**config.mk**
```make
export PLATFORM = sky130hd
export DESIGN_NAME = ifetch_stage_flat
export DESIGN_NICKNAME = d
export VERILOG_FILES = /design/src/rtl/mips_pkg.sv /design/src/rtl/ifetch_stage_if.sv /design/src/rtl/ifetch_stage_ifid_reg.sv /design/src/rtl/ifetch_stage.sv /design/src/flat_wrapper.sv
export SDC_FILE = /design/constraint.sdc
export NUM_CORES = 1
export LEC_CHECK = 0
export CORE_MARGIN = 1.5
export CORE_UTILIZATION = 40
export DETAILED_ROUTE_END_ITERATION = 8
export DONT_BUFFER_PORTS = 1
export MAX_ROUTING_LAYER = met4
export PLACE_DENSITY = 0.53
export SLEW_MARGIN = 20
export SYNTH_ARGS = -nofsm -noshare
export SYNTH_HDL_FRONTEND = slang
export SYNTH_HIERARCHICAL = 1
export SYNTH_SLANG_ARGS = --single-unit
```
**constraint.sdc**
```tcl
create_clock -name clk -period 2.88 [get_ports clk]
set_clock_uncertainty 0.15 [all_clocks]
set_input_delay 0.288 -clock clk [delete_from_list [all_inputs] [get_ports clk]]
set_output_delay 0.288 -clock clk [all_outputs]
set_load 0.03 [all_outputs]
```
**src/rtl/mips_pkg.sv**
```systemverilog
// Shared constants and types for the MIPS fetch front end.
// Exports: NOP_INSTR (bubble encoding), RESET_PC_DEFAULT, fetch_state_t (RUN/HALT).
// No ports; imported by the fetch stage and the IF/ID register.
package mips_pkg;

   localparam logic [31:0] NOP_INSTR        = 32'h0000_0000;
   localparam logic [31:0] RESET_PC_DEFAULT = 32'h0000_0000;

   typedef enum logic {FS_RUN, FS_HALT} fetch_state_t;

endpackage

```
**src/rtl/ifetch_stage_if.sv**
```systemverilog
// Instruction-memory read port between the fetch stage and imem.
// Ports: imem_a (word index, driven by fetch), imem_rd (combinational read data from imem).
// Modports: master = fetch side, slave = memory side.
interface ifetch_stage_if #(
   parameter int AW = 6
);
   logic [AW-1:0] imem_a;
   logic [31:0]   imem_rd;

   modport master (output imem_a, input  imem_rd);
   modport slave  (input  imem_a, output imem_rd);
endinterface

```
**src/rtl/ifetch_stage_ifid_reg.sv**
```systemverilog
// IF/ID pipeline register: flush beats stall beats load; a bubble clears all three fields.
// Ports: clk/reset, flush_i, stall_i, bubble_i (load a bubble instead of the fetched word),
//        instr_i/pc_plus4_i (fetched word and its pc+4), instr_o/pc_plus4_o/valid_o (registered).
module ifid_reg
   import mips_pkg::*;
(
   input  logic        clk,
   input  logic        reset,
   input  logic        flush_i,
   input  logic        stall_i,
   input  logic        bubble_i,
   input  logic [31:0] instr_i,
   input  logic [31:0] pc_plus4_i,
   output logic [31:0] instr_o,
   output logic [31:0] pc_plus4_o,
   output logic        valid_o
);

   logic [31:0] instr_q, instr_d;
   logic [31:0] pc_plus4_q, pc_plus4_d;
   logic        valid_q, valid_d;

   always_comb begin
      instr_d    = instr_q;
      pc_plus4_d = pc_plus4_q;
      valid_d    = valid_q;
      if (flush_i || (!stall_i && bubble_i)) begin
         instr_d    = NOP_INSTR;
         pc_plus4_d = 32'h0;
         valid_d    = 1'b0;
      end else if (!stall_i) begin
         instr_d    = instr_i;
         pc_plus4_d = pc_plus4_i;
         valid_d    = 1'b1;
      end
   end

   always_ff @(posedge clk or posedge reset) begin
      if (reset) begin
         instr_q    <= NOP_INSTR;
         pc_plus4_q <= 32'h0;
         valid_q    <= 1'b0;
      end else begin
         instr_q    <= instr_d;
         pc_plus4_q <= pc_plus4_d;
         valid_q    <= valid_d;
      end
   end

   assign instr_o    = instr_q;
   assign pc_plus4_o = pc_plus4_q;
   assign valid_o    = valid_q;

endmodule

```
**src/rtl/ifetch_stage.sv**
```systemverilog
// Instruction fetch: owns the PC, indexes imem, fills IF/ID; redirect > stall_f > pc+4.
// Ports: clk/reset, stall_f, stall_d, flush_d, redirect/redirect_pc, imem (master port),
//        pc_f, instr_d, pc_plus4_d, valid_d, halted. Define IFETCH_HALT_EN to park fetch past PROG_LAST.
module ifetch_stage
   import mips_pkg::*;
#(
   parameter logic [31:0] RESET_PC  = RESET_PC_DEFAULT,
   parameter int          IMEM_AW   = 6,
   parameter int          PROG_LAST = 20
)(
   input  logic                  clk,
   input  logic                  reset,
   input  logic                  stall_f,
   input  logic                  stall_d,
   input  logic                  flush_d,
   input  logic                  redirect,
   input  logic [31:0]           redirect_pc,
   ifetch_stage_if.master        imem,
   output logic [31:0]           pc_f,
   output logic [31:0]           instr_d,
   output logic [31:0]           pc_plus4_d,
   output logic                  valid_d,
   output logic                  halted
);

   logic [31:0] pc_q, pc_d;
   logic [31:0] pc_plus4;
   logic [31:0] pc_redir;
   logic        bubble;

   assign pc_plus4 = pc_q + 32'd4;
   // Byte target forced to word alignment.
   assign pc_redir = redirect_pc & 32'hFFFF_FFFC;

   // Index truncates: PCs beyond the imem window alias back into it.
   assign imem.imem_a = pc_q[IMEM_AW+1:2];

`ifdef IFETCH_HALT_EN
   localparam logic [31:0] LAST_PC = 32'(PROG_LAST * 4);

   fetch_state_t state_q;
   logic         halted_q;
   logic         past_prog;

   assign past_prog = (pc_q > LAST_PC);

   always_comb begin
      pc_d   = pc_q;
      bubble = 1'b0;
      if (state_q == FS_HALT) begin
         // Parked: only a late redirect (jr/branch still in flight) restarts fetch.
         bubble = 1'b1;
         if (redirect) pc_d = pc_redir;
      end else if (redirect) begin
         pc_d = pc_redir;
      end else if (stall_f) begin
         pc_d = pc_q;
      end else if (past_prog) begin
         // Entering HALT: hold the PC and stop feeding garbage into decode.
         bubble = 1'b1;
      end else begin
         pc_d = pc_plus4;
      end
   end

   always_ff @(posedge clk or posedge reset) begin
      if (reset) begin
         state_q  <= FS_RUN;
         halted_q <= 1'b0;
      end else begin
         case (state_q)
            FS_RUN: begin
               if (!redirect && !stall_f && past_prog) begin
                  state_q  <= FS_HALT;
                  halted_q <= 1'b1;
               end
            end
            FS_HALT: begin
               if (redirect) begin
                  state_q  <= FS_RUN;
                  halted_q <= 1'b0;
               end
            end
            default: begin
               state_q  <= FS_RUN;
               halted_q <= 1'b0;
            end
         endcase
      end
   end

   assign halted = halted_q;
`else
   always_comb begin
      bubble = 1'b0;
      if (redirect)     pc_d = pc_redir;
      else if (stall_f) pc_d = pc_q;
      else              pc_d = pc_plus4;
   end

   assign halted = 1'b0;
`endif

   always_ff @(posedge clk or posedge reset) begin
      if (reset) pc_q <= RESET_PC;
      else       pc_q <= pc_d;
   end

   assign pc_f = pc_q;

   ifid_reg u_ifid (
      .clk        (clk),
      .reset      (reset),
      .flush_i    (flush_d),
      .stall_i    (stall_d),
      .bubble_i   (bubble),
      .instr_i    (imem.imem_rd),
      .pc_plus4_i (pc_plus4),
      .instr_o    (instr_d),
      .pc_plus4_o (pc_plus4_d),
      .valid_o    (valid_d)
   );

endmodule

```
**src/flat_wrapper.sv**
```systemverilog
// flat-port wrapper written by rule: the top's interface ports become plain ports
module ifetch_stage_flat import mips_pkg::*;
#(
   parameter logic [31:0] RESET_PC  = RESET_PC_DEFAULT,
   parameter int          IMEM_AW   = 6,
   parameter int          PROG_LAST = 20
)
  (clk, reset, stall_f, stall_d, flush_d, redirect, redirect_pc, pc_f, instr_d, pc_plus4_d, valid_d, halted, imem_imem_a, imem_imem_rd);
  ifetch_stage_if #(.AW(6)) imem_i ();
  input  logic clk;
  input  logic reset;
  input  logic stall_f;
  input  logic stall_d;
  input  logic flush_d;
  input  logic redirect;
  input  logic [31:0] redirect_pc;
  output logic [31:0] pc_f;
  output logic [31:0] instr_d;
  output logic [31:0] pc_plus4_d;
  output logic valid_d;
  output logic halted;
  output wire logic [$bits(imem_i.imem_a)-1:0] imem_imem_a;
  input wire logic [$bits(imem_i.imem_rd)-1:0] imem_imem_rd;
  assign imem_imem_a = imem_i.imem_a;
  assign imem_i.imem_rd = imem_imem_rd;
  ifetch_stage #(.RESET_PC(RESET_PC), .IMEM_AW(IMEM_AW), .PROG_LAST(PROG_LAST)) u_core (.clk(clk), .reset(reset), .stall_f(stall_f), .stall_d(stall_d), .flush_d(flush_d), .redirect(redirect), .redirect_pc(redirect_pc), .imem(imem_i), .pc_f(pc_f), .instr_d(instr_d), .pc_plus4_d(pc_plus4_d), .valid_d(valid_d), .halted(halted));
endmodule
```
; Word level (Yosys, flattened, before mapping)
; Index checks and enable logic that the tools add are counted.
[word_totals]
reg_bits = 97
input_bits = 70
output_inout_bits = 104
word_cells = 15
[op_classes]
add_sub_neg = 1
n_eq_ne = 2
n_mux = 8
[op_table]
columns = cell, n
row1 = 32-bit 2-to-1 mux, 6
row2 = 32-bit by 3-bit adder with 32-bit output (second input constant), 1
row3 = 2-bit by 1-bit != test with 1-bit output (second input constant), 2
row4 = 1-bit 2-to-1 mux, 2

; Longest topological paths before layout
[depth]
depth_word = 3
mapped_depth = 9
mapped_depth_nobuf = 7

; By module
; Netlist, hierarchy kept.
[modules_own_cells]
columns = mod, n_inst, cells_each, area_per_inst_um2, seq_area_each_um2
row1 = ifid_reg, 1, 226, 2855.2, 1626.6
row2 = ifetch_stage, 1, 293, 2387.3, 750.7

; Least setup slack after synthesis
; OpenSTA, ideal clock, no wires.
[synth_path]
path_type = flip-flop to flip-flop
start = register u_core.pc_q[2] (netlist: u_core/pc_f[2])
end = register u_core.u_ifid.pc_plus4_q[24] (netlist: u_core/u_ifid/pc_plus4_o[24])
setup_time_ns = 0.080
t_arrival_ns = 2.301
t_required_ns = 2.650
setup_slack_ns = 0.350
path_stages_with_launch = 8
n_path_buf = 0
period_less_slack_ns = 2.530
path_cell_list = dfrtp_1 > ha_1 > nand4_1 > nor4_2 > nor4b_1 > xor2_1 > nand2b_1 > o22ai_2
[synth_via]
elab_chain_len = 3
[synth_rtl]
columns = element, line
row1 = from (decl), ifetch_stage.sv:26  ; logic [31:0] pc_q, pc_d;
row2 = from (signal assigned), ifetch_stage.sv:106  ; else pc_q <= pc_d;
row3 = 32-bit by 3-bit adder with 32-bit output, ifetch_stage.sv:31  ; assign pc_plus4 = pc_q + 32'd4;
row4 = via u_core.pc_plus4[24], ifetch_stage.sv:27  ; logic [31:0] pc_plus4;
row5 = 32-bit 2-to-1 mux, ifetch_stage_ifid_reg.sv:31  ; end else if (!stall_i) begin
row6 = 32-bit 2-to-1 mux, ifetch_stage_ifid_reg.sv:27  ; if (flush_i || (!stall_i && bubble_i)) begin
row7 = to (signal assigned), ifetch_stage_ifid_reg.sv:45  ; pc_plus4_q <= pc_plus4_d;
row8 = to (decl), ifetch_stage_ifid_reg.sv:20  ; logic [31:0] pc_plus4_q, pc_plus4_d;
; The timed path passes the listed nets, and every way through them passes these cells. The select of a mux whose other input is x is not followed.
; A chain may end at the register's enable or synchronous reset.

; Final worst setup path
[layout_path]
start = register u_core.pc_q[16] (netlist: u_core/pc_f[16])
end = register u_core.pc_q[28] (netlist: u_core/pc_f[28])
[layout_via]
elab_chain_len = 3
[layout_rtl]
columns = element, line
row1 = 32-bit by 3-bit adder with 32-bit output, ifetch_stage.sv:31
row2 = 32-bit 2-to-1 mux, ifetch_stage.sv:97  ; else if (stall_f) pc_d = pc_q;
row3 = 32-bit 2-to-1 mux, ifetch_stage.sv:96  ; if (redirect) pc_d = pc_redir;
; No other way between the ends. The select of a mux whose other input is x is not followed.

==> qor.csv <==
stage,metric,value,unit
flow_run,Max Cap Violations,0,
timing,Worst slew margin,34.2,%
cts,Root Driver,clkbuf_16,
cts,clock buffer depth,2,
placement,GP Congestion,0.880,
cts,Clock Latency Late Sink,350,ps
timing,Max Transition Viols Final,0,
timing,worst-margin pin slew,986,ps
pwr,sw frac,31.2,%
cells_and_area,fin area,0.00639,mm2
timing,Tcrit/Tclk final,87.9,%
cts,clock-pin slew on the worst setup and hold paths,70,ps
synth,yosys warns,6,
timing,Final min period,2530,ps
pwr,part of the power in combinational logic,18.0,%
timing,Max Fclk,0.395,GHz
synth,synthesized area,0.00524,mm2
critical_path,critical path class,reg -> reg,
critical_path,crit path DAT,2620,ps
floorplanning,die area,0.0138,mm2
floorplanning,Site Rows,41,
placement,Post-DP Area,0.00539,mm2
global_routing,first-pass GRT wire length,23.5,mm
route,DR iter-0 viols,259,
pwr,Psw,1070,uW
floorplanning,num ports,174,
synth,Synth cell types,47,
cells_and_area,Nets,651,
route,DRC errors left,0,
pwr,power share of the sequential group,46.4,%
synth,share of the yosys chip area belonging to registers,45.3,%
pwr,VDD IR max,0.344,mV
floorplanning,Initial Util,41.2,%
synth,Synth area leader,dfrtp_1,
placement,Detailed Place HPWL,9.59,mm
critical_path,Critical Path Fanout Max,9,
global_routing,largest net degree at the start of global routing,66,
cells_and_area,fraction of layout cells with a size suffix above 1,15.4,%
synth,"count leader, synth",dfrtp_1,
cts,clock net sink count,95,
global_routing,vias in the first global route,4224,
critical_path,Worst Path Required,2970,ps
timing,Min Hold Slack,16.4,ps
status,status,finished clean,
placement,input/output buffers,0,
global_routing,global route overflow,0,
pwr,P_leak,0.00254,uW
critical_path,startpoint types,flip-flop,
min_path,Hold WC Path Type,in -> reg,
cells_and_area,area delta synth->final,21.8,%
timing,setup violators final,0,
synth,#FFs+latches synth,95,
timing,final hold violations,0,
global_routing,Tot GR Track Use,22.1,%
cts,CTS H-tree lvls,3,
floorplanning,Core Area,0.0127,mm2
synth,"Avg Cell Area, Syn",10.1,um2
cts,CTS tree,done,
route,Post-DRT Antenna Nets,0,
synth,leading register cell type out of synthesis,dfrtp_1,
timing,RSZ-0062 raised after global routing,false,
synth,"EDFF count, synth",0,
synth,most common library cells after synthesis,"dfrtp_1, nand2_1, nand2b_1, a32o_1, o22ai_2",
route,via count,4301,
route,drt via density,5.69,
timing,setup_tns,0,ps
floorplanning,die width,117,um
pwr,PD cells,539,mW/mm2
pwr,power share of the clock group,35.6,%
route,total wire length,14.8,mm
synth,"Async S/R FF share, synth",100,%
route,first drt pass iteration count,4,
route,WL per Instance,19.5,um
synth,Post-Synthesis Cells,519,
critical_path,Worst setup EP type,flip-flop,
floorplanning,chip height,117,um
synth,cells taking the most area after synthesis,"dfrtp_1, o22ai_2, a32o_1",
cells_and_area,fillers,1203,
cells_and_area,Final Util,50.2,%
pwr,total chip power,3440,uW
pwr,Power Internal,2370,uW
global_routing,initial antenna violation count,0,
synth,area share of the largest cell type after synthesis,45.3,%
cts,CTS Buf Count,9,
cells_and_area,ANT cells,0,
-- kinds of logic (layout without fill, tap and decap cells) --
| kind of cell | count (synthesis) | in the layout | share of synthesized area (%) |
|---|---|---|---|
| mux | 1 | 1 | 0.191 |
| flops | 95 | 95 | 45.3 |
| buf+inv | 62 | 121 | 6.80 |
| other cells | 1 | 7 | 0.0715 |
| compound gates | 112 | 112 | 19.1 |
| fa+ha+maj | 1 | 1 | 0.239 |
| xor+xnor | 38 | 38 | 6.35 |
| simple gates | 209 | 209 | 21.9 |
-- worst max-delay path, cell delays in order, from the launching register on --
cell	delay (ps)
dfrtp_1	730
nand4_4	240
nor4_1	400
a311o_1	250
nand3_1	80
dlygate4sd3_1	560
-- cells in the final DEF, fill, tap and decap left out, types with 5 or more instances in the layout --
master          n
inv_1           6
nor4_1         11
buf_4          31
nor2_1         23
conb_1          7
dlygate4sd3_1  65
or4_1          15
o22ai_2        30
nand2b_1       34
clkbuf_16       9
or3_1           6
a32o_1         31
dfrtp_1        95
o31ai_1        10
nand2_1        66
o21ai_0        17
a31oi_1        15
nor3_1          7
xor2_1         19
nand4_1        12
nand3_1        13
xnor2_1        19
and4_1          5
-- registers in the layout (all words and copies together) (netlist names) --
name                      flops
u_core/u_ifid/instr_o        32
u_core/u_ifid/pc_plus4_o     32
u_core/u_ifid/valid_o         1
u_core/pc_f                  30
-- stage by stage --
step	cells	worst slack, ps
2_1_floorplan	525	350
3_3_place_gp	674	497
3_5_place_dp	674	457
4_1_cts	756	427
5_1_grt	756	286
6_report	756	349
-- routing by layer --
metal  vias up  GRT usage [%]  wire (um)
li1       2012              -          -
met2       151           33.1       6890
met3         8           5.47        977
met5         -              -          0
met1      2130           29.9       6740
met4         0           6.10        148
-- worst paths after layout --
| check | slack [ps] | depth (start not counted) | to | from |
|---|---|---|---|---|
| min | 20 | 2 | u_core/pc_f[15] | redirect_pc[15] |
| max in group asynchronous | 1530 | 3 | u_core/u_ifid/pc_plus4_o[21] | reset |
| max | 350 | 5 | u_core/pc_f[28] | u_core/pc_f[16] |
| min reg2reg | 550 | 2 | u_core/u_ifid/instr_o[20] | u_core/u_ifid/instr_o[20] |
| min in group asynchronous | 370 | 3 | u_core/pc_f[29] | reset |
| max reg2reg | 350 | 5 | u_core/pc_f[28] | u_core/pc_f[16] |
-- layout make-up --
| type | instances | area [um2] | share of cell area (%) |
|---|---|---|---|
| tap | 172 | 215 | 3.37 |
| multi-input combinational | 368 | 2530 | 39.7 |
| clock inverter | 3 | 42.5 | 0.666 |
| inverter | 8 | 30.0 | 0.470 |
| timing repair buffer | 98 | 931 | 14.6 |
| clock buffer | 12 | 256 | 4.02 |
| sequential | 95 | 2380 | 37.2 |
-- power groups by stage --
stage,clock [uW],combinational (uW),sequential (uW)
final,1230,619,1600
after CTS,1270,620,1600
after detailed placement,0,512,1620
after global routing,1320,672,1610
after global placement,0,502,1620
after floorplan,0,359,1670
-- repair_timing --
action	4_1_cts	5_1_grt
setup endpoints to repair	0	0
hold endpoints to repair	168	0
hold buffers	67	0
gates resized for setup	0	0
setup buffers	0	0
Power figures use the tool's default switching activity.
